$ cat config.mk
export PLATFORM = sky130hd
export DESIGN_NAME = wb_arbiter_flat
export DESIGN_NICKNAME = d
export VERILOG_FILES = /design/src/rtl/wb_arbiter_if.sv /design/src/rtl/wb_arbiter.sv /design/src/flat_wrapper.sv
export SDC_FILE = /design/constraint.sdc
export NUM_CORES = 1
export LEC_CHECK = 0
export BUFFER_PORTS_ARGS = -buffer_cell sky130_fd_sc_hd__buf_2
export CAP_MARGIN = 20
export CORE_MARGIN = 5
export CORE_UTILIZATION = 29
export DETAILED_ROUTE_END_ITERATION = 10
export PLACE_DENSITY_LB_ADDON = 0.2
export RECOVER_POWER = 100
export SKIP_CTS_REPAIR_TIMING = 1
export SYNTH_ARGS = -nofsm -noshare
export SYNTH_HDL_FRONTEND = slang
export SYNTH_SLANG_ARGS = --single-unit
$ cat constraint.sdc
create_clock -name clk -period 2.9 [get_ports clk]
set_input_delay 0.435 -clock clk [delete_from_list [all_inputs] [get_ports clk]]
set_output_delay 0.435 -clock clk [all_outputs]
set_load 0.05 [all_outputs]
$ cat src/rtl/wb_arbiter_if.sv
`default_nettype none
// ============================================================================
// Module   : wb_arbiter_if
// Purpose  : Bus bundle between result producers and the regfile write port.
// Revision : 1.0
// ============================================================================
interface wb_arbiter_if;
  logic        pipe_we;
  logic [4:0]  pipe_rd;
  logic [31:0] pipe_data;
  logic        lu_valid;
  logic        lu_ready;
  logic [4:0]  lu_rd;
  logic [31:0] lu_data;
  logic        lu_issue;
  logic [4:0]  lu_issue_rd;
  logic        we3;
  logic [4:0]  a3;
  logic [31:0] wd3;
  logic [31:0] pending;
  logic        stall_req;

  // Producer side: pipeline, long-latency unit and hazard-unit observer
  modport master (
    output pipe_we, pipe_rd, pipe_data,
    output lu_valid, lu_rd, lu_data, lu_issue, lu_issue_rd,
    input  lu_ready, we3, a3, wd3, pending, stall_req
  );

  // Arbiter side
  modport slave (
    input  pipe_we, pipe_rd, pipe_data,
    input  lu_valid, lu_rd, lu_data, lu_issue, lu_issue_rd,
    output lu_ready, we3, a3, wd3, pending, stall_req
  );
endinterface
`default_nettype wire

$ cat src/rtl/wb_arbiter.sv
`default_nettype none
// ============================================================================
// Module   : wb_arbiter
// Purpose  : Merges pipeline writeback and buffered long-latency results onto
//            the regfile write port, with pending scoreboard and stall request.
// Option   : WB_BYPASS_EN - LU result skips an empty FIFO when the slot is free.
// Revision : 1.0
// ============================================================================
module wb_arbiter #(
  parameter int unsigned DEPTH      = 2,
  parameter int unsigned STARVE_MAX = 4
) (
  input  logic        clk,
  input  logic        reset,
  wb_arbiter_if.slave bus
);

  localparam int unsigned AW = $clog2(DEPTH);
  localparam int unsigned CW = $clog2(STARVE_MAX + 1);
  localparam logic [AW:0]   C_FULL   = (AW+1)'(DEPTH);
  localparam logic [CW-1:0] C_STARVE = CW'(STARVE_MAX);

  typedef enum logic [0:0] {
    ST_RUN   = 1'b0,
    ST_STALL = 1'b1
  } state_e;

  // FIFO storage and pointers
  logic [4:0]    rd_mem_q   [DEPTH];
  logic [31:0]   data_mem_q [DEPTH];
  logic [AW-1:0] wr_ptr_q, wr_ptr_d;
  logic [AW-1:0] rd_ptr_q, rd_ptr_d;
  logic [AW:0]   count_q,  count_d;

  // Write port and scoreboard
  logic          we3_q, we3_d;
  logic [4:0]    a3_q,  a3_d;
  logic [31:0]   wd3_q, wd3_d;
  logic [31:0]   pending_q, pending_d;

  // Starvation tracking
  state_e        state_q, state_d;
  logic [CW-1:0] cnt_q, cnt_d;
  logic          stall_q, stall_d;

  logic          w_empty;
  logic          w_full;
  logic          w_lu_ready;
  logic          w_accept;
  logic          w_pipe_win;
  logic          w_pop;
  logic          w_push;
  logic          w_bypass;
  logic [4:0]    w_head_rd;
  logic [31:0]   w_head_data;
  logic [31:0]   w_set;
  logic [31:0]   w_clr;

  assign w_empty     = (count_q == '0);
  assign w_full      = (count_q == C_FULL);
  assign w_lu_ready  = !reset && !w_full;
  assign w_accept    = bus.lu_valid && w_lu_ready;
  assign w_pipe_win  = bus.pipe_we && (bus.pipe_rd != 5'd0);
  assign w_pop       = !w_pipe_win && !w_empty;
  assign w_head_rd   = rd_mem_q[rd_ptr_q];
  assign w_head_data = data_mem_q[rd_ptr_q];

`ifdef WB_BYPASS_EN
  assign w_bypass = w_accept && (bus.lu_rd != 5'd0) && w_empty && !w_pipe_win;
`else
  assign w_bypass = 1'b0;
`endif

  // rd=0 results are acknowledged but never stored
  assign w_push = w_accept && (bus.lu_rd != 5'd0) && !w_bypass;

  // --------------------------------------------------------------------------
  // FIFO bookkeeping
  // --------------------------------------------------------------------------
  always_comb begin
    wr_ptr_d = wr_ptr_q;
    rd_ptr_d = rd_ptr_q;
    count_d  = count_q;
    if (w_push) begin
      wr_ptr_d = wr_ptr_q + 1'b1;
    end
    if (w_pop) begin
      rd_ptr_d = rd_ptr_q + 1'b1;
    end
    case ({w_push, w_pop})
      2'b10:   count_d = count_q + 1'b1;
      2'b01:   count_d = count_q - 1'b1;
      default: count_d = count_q;
    endcase
  end

  always_ff @(posedge clk) begin
    if (w_push) begin
      rd_mem_q[wr_ptr_q]   <= bus.lu_rd;
      data_mem_q[wr_ptr_q] <= bus.lu_data;
    end
  end

  // --------------------------------------------------------------------------
  // Write-slot arbitration and scoreboard
  // --------------------------------------------------------------------------
  always_comb begin
    we3_d = 1'b0;
    a3_d  = a3_q;
    wd3_d = wd3_q;
    w_clr = '0;
    if (w_pipe_win) begin
      we3_d = 1'b1;
      a3_d  = bus.pipe_rd;
      wd3_d = bus.pipe_data;
    end else if (w_pop) begin
      we3_d            = 1'b1;
      a3_d             = w_head_rd;
      wd3_d            = w_head_data;
      w_clr[w_head_rd] = 1'b1;
    end else if (w_bypass) begin
      we3_d            = 1'b1;
      a3_d             = bus.lu_rd;
      wd3_d            = bus.lu_data;
      w_clr[bus.lu_rd] = 1'b1;
    end
  end

  // A new issue on the commit edge of the same register keeps it pending
  always_comb begin
    w_set = '0;
    if (bus.lu_issue && (bus.lu_issue_rd != 5'd0)) begin
      w_set[bus.lu_issue_rd] = 1'b1;
    end
    pending_d = (pending_q & ~w_clr) | w_set;
  end

  // --------------------------------------------------------------------------
  // Starvation FSM
  // --------------------------------------------------------------------------
  always_comb begin
    state_d = state_q;
    cnt_d   = cnt_q;
    stall_d = stall_q;
    case (state_q)
      ST_RUN: begin
        if (w_empty || w_pop) begin
          cnt_d = '0;
        end else if (cnt_q == C_STARVE - 1'b1) begin
          cnt_d   = C_STARVE;
          state_d = ST_STALL;
          stall_d = 1'b1;
        end else begin
          cnt_d = cnt_q + 1'b1;
        end
      end
      ST_STALL: begin
        if (w_empty) begin
          state_d = ST_RUN;
          stall_d = 1'b0;
          cnt_d   = '0;
        end
      end
      default: begin
        state_d = ST_RUN;
        stall_d = 1'b0;
        cnt_d   = '0;
      end
    endcase
  end

  // --------------------------------------------------------------------------
  // State registers
  // --------------------------------------------------------------------------
  always_ff @(posedge clk or posedge reset) begin
    if (reset) begin
      wr_ptr_q  <= '0;
      rd_ptr_q  <= '0;
      count_q   <= '0;
      we3_q     <= 1'b0;
      a3_q      <= 5'd0;
      wd3_q     <= 32'd0;
      pending_q <= 32'd0;
      state_q   <= ST_RUN;
      cnt_q     <= '0;
      stall_q   <= 1'b0;
    end else begin
      wr_ptr_q  <= wr_ptr_d;
      rd_ptr_q  <= rd_ptr_d;
      count_q   <= count_d;
      we3_q     <= we3_d;
      a3_q      <= a3_d;
      wd3_q     <= wd3_d;
      pending_q <= pending_d;
      state_q   <= state_d;
      cnt_q     <= cnt_d;
      stall_q   <= stall_d;
    end
  end

  assign bus.lu_ready  = w_lu_ready;
  assign bus.we3       = we3_q;
  assign bus.a3        = a3_q;
  assign bus.wd3       = wd3_q;
  assign bus.pending   = pending_q;
  assign bus.stall_req = stall_q;

endmodule
`default_nettype wire

$ cat src/flat_wrapper.sv
// flat-port wrapper written by rule: the top's interface ports become plain ports
module wb_arbiter_flat 
#(
  parameter int unsigned DEPTH      = 2,
  parameter int unsigned STARVE_MAX = 4
)
  (clk, reset, bus_pipe_we, bus_pipe_rd, bus_pipe_data, bus_lu_valid, bus_lu_rd, bus_lu_data, bus_lu_issue, bus_lu_issue_rd, bus_lu_ready, bus_we3, bus_a3, bus_wd3, bus_pending, bus_stall_req);
  wb_arbiter_if bus_i ();
  input  logic clk;
  input  logic reset;
  input wire logic [$bits(bus_i.pipe_we)-1:0] bus_pipe_we;
  input wire logic [$bits(bus_i.pipe_rd)-1:0] bus_pipe_rd;
  input wire logic [$bits(bus_i.pipe_data)-1:0] bus_pipe_data;
  input wire logic [$bits(bus_i.lu_valid)-1:0] bus_lu_valid;
  input wire logic [$bits(bus_i.lu_rd)-1:0] bus_lu_rd;
  input wire logic [$bits(bus_i.lu_data)-1:0] bus_lu_data;
  input wire logic [$bits(bus_i.lu_issue)-1:0] bus_lu_issue;
  input wire logic [$bits(bus_i.lu_issue_rd)-1:0] bus_lu_issue_rd;
  output wire logic [$bits(bus_i.lu_ready)-1:0] bus_lu_ready;
  output wire logic [$bits(bus_i.we3)-1:0] bus_we3;
  output wire logic [$bits(bus_i.a3)-1:0] bus_a3;
  output wire logic [$bits(bus_i.wd3)-1:0] bus_wd3;
  output wire logic [$bits(bus_i.pending)-1:0] bus_pending;
  output wire logic [$bits(bus_i.stall_req)-1:0] bus_stall_req;
  assign bus_i.pipe_we = bus_pipe_we;
  assign bus_i.pipe_rd = bus_pipe_rd;
  assign bus_i.pipe_data = bus_pipe_data;
  assign bus_i.lu_valid = bus_lu_valid;
  assign bus_i.lu_rd = bus_lu_rd;
  assign bus_i.lu_data = bus_lu_data;
  assign bus_i.lu_issue = bus_lu_issue;
  assign bus_i.lu_issue_rd = bus_lu_issue_rd;
  assign bus_lu_ready = bus_i.lu_ready;
  assign bus_we3 = bus_i.we3;
  assign bus_a3 = bus_i.a3;
  assign bus_wd3 = bus_i.wd3;
  assign bus_pending = bus_i.pending;
  assign bus_stall_req = bus_i.stall_req;
  wb_arbiter #(.DEPTH(DEPTH), .STARVE_MAX(STARVE_MAX)) u_core (.clk(clk), .reset(reset), .bus(bus_i));
endmodule
# [After elaboration in Yosys (flattened, before gate mapping)]
# Memory sizes are Yosys's and may differ from the RTL's.
# Index checks and enable logic that the tools add are counted.
[word_totals] regBits=79 ramBits=74 input_bits=84 output_inout_bits=72 wordCells=80 mem_count=2
[memory_table] name="u_core.data_mem_q" depth=2 width=32 read_ports=1 rd_clocked_by_memory_dff=0 write_ports=1 line_no="wb_arbiter.sv:30" text="logic [31:0] data_mem_q [DEPTH];"
[memory_table] name="u_core.rd_mem_q" depth=2 width=5 read_ports=1 rd_clocked_by_memory_dff=0 write_ports=1 line_no="wb_arbiter.sv:29" text="logic [4:0] rd_mem_q [DEPTH];"
[classes] add_sub_neg=5 n_lt_le_gt_ge=4 n_eq_ne=7 mux=28 bitwise=4 n_reduce_logical=20
[ops] cell="32-bit 2-to-1 mux" n=5
[ops] cell="32-bit bitwise AND" n=1
[ops] cell="32-bit inverter" n=1
[ops] cell="32-bit OR" n=1
[ops] cell="5-bit nonzero test" n=3
[ops] cell="5-bit by 6-bit < comparator with 1-bit output (second input constant)" n=2
[ops] cell="1-bit 2-to-1 mux" n=12
[ops] cell="1-bit demux with 5-bit select" n=2
[ops] cell="5-bit by 1-bit greater-or-equal comparator with 1-bit output (second input constant)" n=2
[ops] cell="5-bit 2-to-1 mux" n=2
[ops] cell="3-bit 2-to-1 mux" n=3
[ops] cell="1-bit logical AND" n=8
[ops] cell="3-bit one-hot mux with 2 select lines" n=1
[ops] cell="2-bit equality test (second input constant)" n=2
[ops] cell="1-bit logical NOT" n=4
[ops] cell="2-bit != test (second input constant)" n=2
[ops] cell="1-bit one-hot mux with 2 select lines" n=2
[ops] cell="2-bit one-hot mux with 2 select lines" n=1
[ops] cell="2-bit nonzero test" n=2
[ops] cell="3-bit by 1-bit adder with 3-bit output (second input constant)" n=1
[ops] cell="3-bit by 2-bit equality test with 1-bit output (second input constant)" n=1
[ops] cell="3-bit AND reduction" n=1
[ops] cell="1-bit adder (second input constant)" n=2
[ops] cell="2-bit by 1-bit adder with 2-bit output (second input constant)" n=1
[ops] cell="other kinds (6)" n=6

# [Longest topological paths before layout]
# An unclocked memory read counts as a cell.
[depth] depth_word=10 mapped_depth=9 ltp_nobuf=7

# [Worst setup path before layout]
# No wires, ideal clock.
[synth_path] path_type="reg2reg" start="register u_core.count_q[0]" end="memory u_core.data_mem_q[0][0], enable pin" setup_time_ps=431 arrival_time_ps=3247 t_required_ps=2469 slack_ps=-778 path_stages_with_launch=5 path_buffers=0 period_less_slack_ps=3678 cell_sequence="dfrtp_1 > inv_1 > a21oi_1 > o211ai_1 > nor2_1"
[synth_via] elab_chain_cells=7
[synth_rtl] element="start: declaration" line_no="wb_arbiter.sv:33" text="logic [AW:0] count_q, count_d;"
[synth_rtl] element="start signal: assignment" line_no="wb_arbiter.sv:190" text="count_q <= count_d;"
[synth_rtl] element="2-bit equality test" line_no="wb_arbiter.sv:60" text="assign w_full = (count_q == C_FULL);"
[synth_rtl] element="1-bit logical NOT" line_no="wb_arbiter.sv:61" text="assign w_lu_ready = !reset && !w_full;"
[synth_rtl] element="1-bit logical AND" line_no="wb_arbiter.sv:61"
[synth_rtl] element="named net bus_lu_ready" line_no="flat_wrapper.sv:19" text="output wire logic [$bits(bus_i.lu_ready)-1:0] bus_lu_ready;"
[synth_rtl] element="1-bit logical AND" line_no="wb_arbiter.sv:62" text="assign w_accept = bus.lu_valid && w_lu_ready;"
[synth_rtl] element="1-bit logical AND" line_no="wb_arbiter.sv:75" text="assign w_push = w_accept && (bus.lu_rd != 5'd0) && !w_bypass;"
[synth_rtl] element="1-bit 2-to-1 mux" line_no="wb_arbiter.sv:98" text="if (w_push) begin"
[synth_rtl] element="1-bit 2-to-1 mux (not written as such)" line_no="wb_arbiter.sv:100" text="data_mem_q[wr_ptr_q] <= bus.lu_data;"
[synth_rtl] element="end: declaration" line_no="wb_arbiter.sv:30"
# The timed path passes the listed nets, and every way through them passes these cells.

# [Worst setup path in the final report]
[layout_path] start="register u_core.rd_ptr_q" end="register u_core.wd3_q[24], in the netlist u_core.bus.wd3[24]"
[layout_via] elab_chain_cells=3
[layout_rtl] element="start: declaration" line_no="wb_arbiter.sv:32" text="logic [AW-1:0] rd_ptr_q, rd_ptr_d;"
[layout_rtl] element="start signal: assignment" line_no="wb_arbiter.sv:189" text="rd_ptr_q <= rd_ptr_d;"
[layout_rtl] element="memory 2 x 32 bit"
[layout_rtl] element="32-bit 2-to-1 mux" line_no="wb_arbiter.sv:116" text="end else if (w_pop) begin"
[layout_rtl] element="32-bit 2-to-1 mux" line_no="wb_arbiter.sv:112" text="if (w_pipe_win) begin"
[layout_rtl] element="end signal: assignment" line_no="wb_arbiter.sv:193" text="wd3_q <= wd3_d;"
[layout_rtl] element="end: declaration" line_no="wb_arbiter.sv:38" text="logic [31:0] wd3_q, wd3_d;"
# Every way passes these cells. The select of a mux whose other input is x is not followed.
# A chain may end at the register's enable or synchronous reset.

==> impl_metrics.csv <==
group,metric,value,unit
global_routing,antenna_found_initial,2,
global_routing,grt_pass1_wl,24500,um
cells_and_area,diodes,0,
critical_path,critPathKind,"reg2reg",
cells_and_area,fin_cells,976,
power,sw_frac_of_total,0.447,
yosys,synth_cells,533,
die,die_w,157,um
yosys,syn-cell-area,6300,um^2
die,die_y,157,um
yosys,synth.area.top_cells,"edfxtp_1, dfrtp_1, nand2_1, mux2i_1, o31ai_1",
yosys,synth_ff_type,"dfrtp_1",
placement,gpl.final_weighted_congestion,0.797,
power,power_leakage,3.15,nW
cells_and_area,drive_gt1_frac,0.152,
power,switching_power,3.97,mW
critical_path,cp_cell_sequence,"clkbuf_2, mux2i_1, nor2_1, a21oi_1, o21ai_1",
critical_path,max_stage_delay,0.91,ns
die,io_pins,156,
yosys,synth_top_area_share,0.353,
timing,slew_violations,36,
cells_and_area,seqCellArea,4200,um^2
power,clkPwrFrac,0.251,
yosys,synth_edf_count,74,
global_routing,grtUsageTotal,0.128,
routing,drtIter0Drc,230,
power,powerDensity,1140,nW/um^2
power,comb_power_share,0.389,
placement,dp.cells,944,
critical_path,crit_buf_inv,1,
timing,hold_slack,0.198,ns
global_routing,grt_overflow_total,0,
clock_tree,cts_root_buffer,"clkbuf_16",
die,start_util,0.291,
timing,setup_tns,0,ns
timing,period_needed,2.29,ns
yosys,synth.distinct_cells,35,
timing,fin_skew,0.0109,ns
outcome,violations,"capacitance limit, slew limit",
timing,rsz0062_at_grt,"no",
routing,drtPass1Iterations,5,
yosys,synth.avg_cell_area,11.8,um^2
timing,setup_viol,0,
timing,fin_crit_sh,0.788,
cells_and_area,multi_input_area,1920,um^2
yosys,ys_warn_count,0,
timing,worst_pin_slew,1.69,ns
routing,drtAntennaViolNets,0,
yosys,yosys.area.top_type,"edfxtp_1",
timing,max-slew-margin-rel,-0.132,
clock_tree,clk_pin_slew,0.07,ns
clock_tree,clock_path_buffers,2,
cells_and_area,num-nets-final,770,
critical_path,worstPathArrival,2.54,ns
routing,drc,0,
global_routing,grt_pass1_vias,4591,
min_path,min_path_type,"in2reg",
placement,port_buffers,155,
clock_tree,cts_tree,"yes",
placement,dp_hpwl,11300,um
power,pwr-share-seq,0.360,
yosys,synth_seq_cells,153,
yosys,synth.most_common_cell,"nand2_1",
yosys,synth_common_cells,"nand2_1, dfrtp_1, edfxtp_1",
clock_tree,cts_sinks,153,
outcome,outcome,"complete, but fails checks",
cells_and_area,areaGrowthSynthToFinish,24.2,%
critical_path,worstPathRequired,3.15,ns
routing,vias_per_cell,4.63,
job,drv_cap,1,
die,placementRows,54,
yosys,synth_fp_nets,620,
placement,post-place-ws,0.575,ns
cells_and_area,fillers,2237,
yosys,ys_async_sr_fraction,0.516,
routing,detail_route.wl_per_cell,16.2,um
global_routing,grt_max_degree,45,
timing,finalHoldViolations,0,
timing,max_clock_freq,0.438,GHz
clock_tree,clk_latency,0.43,ns
die,core,21600,um^2
routing,drt-total-wl,15800,um
critical_path,crit_fanout,33,
critical_path,critPathCaptureType,"register",
power,vdd_drop_max,0.000392,V
routing,via_count,4518,
critical_path,crit_family,"buffers and inverters",
clock_tree,cts_made_buffers,17,
power,internal_power,4.92,mW
critical_path,cpMaxStageDelayCell,"clkbuf_2",
clock_tree,htreeDepth,4,
yosys,yosysSeqAreaShare,0.667,
power,power,8.89,mW
die,die_area,24800,um^2
critical_path,critPathLaunchType,"register",
timing,setup_ws,0.615,ns
## kinds of logic after synthesis
| family | share of synthesized area |
|---|---|
| simple gates | 0.120 |
| flops | 0.667 |
| compound gates | 0.106 |
| mux | 0.0630 |
| buf+inv | 0.0312 |
| xor+xnor | 0.00696 |
| fa+ha+maj | 0.00596 |
## power groups by stage
stage | Clock, mW | Sequential (mW) | Combinational, mW
after floorplan | 0 | 4.52 | 1.40
after global routing | 2.38 | 3.27 | 3.74
after global placement | 0 | 3.22 | 3.61
after detailed placement | 0 | 3.24 | 3.65
after CTS | 2.29 | 3.20 | 3.65
final | 2.23 | 3.20 | 3.46
## cell type report
cell class	instances	area share
Sequential cell	153	0.537
Tap cell	280	0.0448
Clock inverter	15	0.0226
Inverter	4	0.00208
Multi-Input combinational cell	344	0.245
Clock buffer	17	0.0544
Timing Repair Buffer	163	0.0941
## final timing paths
| check | start | slack (ns) | endpoint | cells past startpoint |
|---|---|---|---|---|
| max | u_core.rd_ptr_q | 0.61 | u_core.bus.wd3[24] | 5 |
| min | bus_lu_data[6] | 0.20 | u_core.data_mem_q[1][6] | 1 |
| max reg2reg | u_core.rd_ptr_q | 0.61 | u_core.bus.wd3[24] | 5 |
| min reg2reg | u_core.bus.pending[8] | 0.51 | u_core.bus.pending[8] | 2 |
| max in group asynchronous | reset | 1.61 | u_core.cnt_q[1] | 3 |
| min in group asynchronous | reset | 0.41 | u_core.bus.a3[1] | 2 |
## cells in the final DEF (no fill, tap or decap), types with 3 or more instances in the layout
| cell type | count |
|---|---|
| inv_6 | 6 |
| dfrtp_1 | 79 |
| edfxtp_1 | 74 |
| o21ai_0 | 41 |
| buf_4 | 4 |
| inv_1 | 3 |
| nand2_1 | 108 |
| nor2_1 | 45 |
| or3_1 | 5 |
| clkbuf_1 | 96 |
| mux2i_1 | 37 |
| buf_2 | 59 |
| xnor2_1 | 3 |
| inv_8 | 4 |
| nor2_4 | 3 |
| o31ai_1 | 31 |
| clkbuf_16 | 17 |
| nand3_1 | 5 |
| nor3_1 | 3 |
| ha_1 | 3 |
| nand2b_1 | 4 |
| a21oi_1 | 35 |
## sequential cells by signal, summed over array words and instances, names as in the netlist
register and flops:
u_core.count_q 2, u_core.state_q 1, u_core.cnt_q 3, u_core.bus.we3 1, u_core.rd_ptr_q 1, u_core.bus.pending 32
u_core.data_mem_q 64, u_core.bus.wd3 32, u_core.wr_ptr_q 1, u_core.bus.a3 5, u_core.bus.stall_req 1, u_core.rd_mem_q 10
## stage by stage
stage          area, um^2  utilization
2_1_floorplan        6300            -
3_3_place_gp         7360        0.340
3_5_place_dp         7360        0.340
4_1_cts              7960        0.368
5_1_grt              7820        0.362
6_report             7820        0.362
## worst register-to-register path, stage by stage (launching register included)
cell and delay [ns]:
dfrtp_1 0.57, clkbuf_2 0.91, mux2i_1 0.35, nor2_1 0.08, a21oi_1 0.14, o21ai_1 0.08
## routing by layer
| metal | part of all wire | wire length (um) | vias up | GRT usage |
|---|---|---|---|---|
| li1 | - | - | 2184 | - |
| met1 | 0.44 | 6910 | 2154 | 0.166 |
| met2 | 0.47 | 7370 | 155 | 0.201 |
| met3 | 0.082 | 1290 | 21 | 0.0421 |
| met4 | 0.014 | 225 | 4 | 0.0455 |
| met5 | 0.0017 | 27 | - | 0 |
No activity file was read; power rests on OpenSTA's default activity.
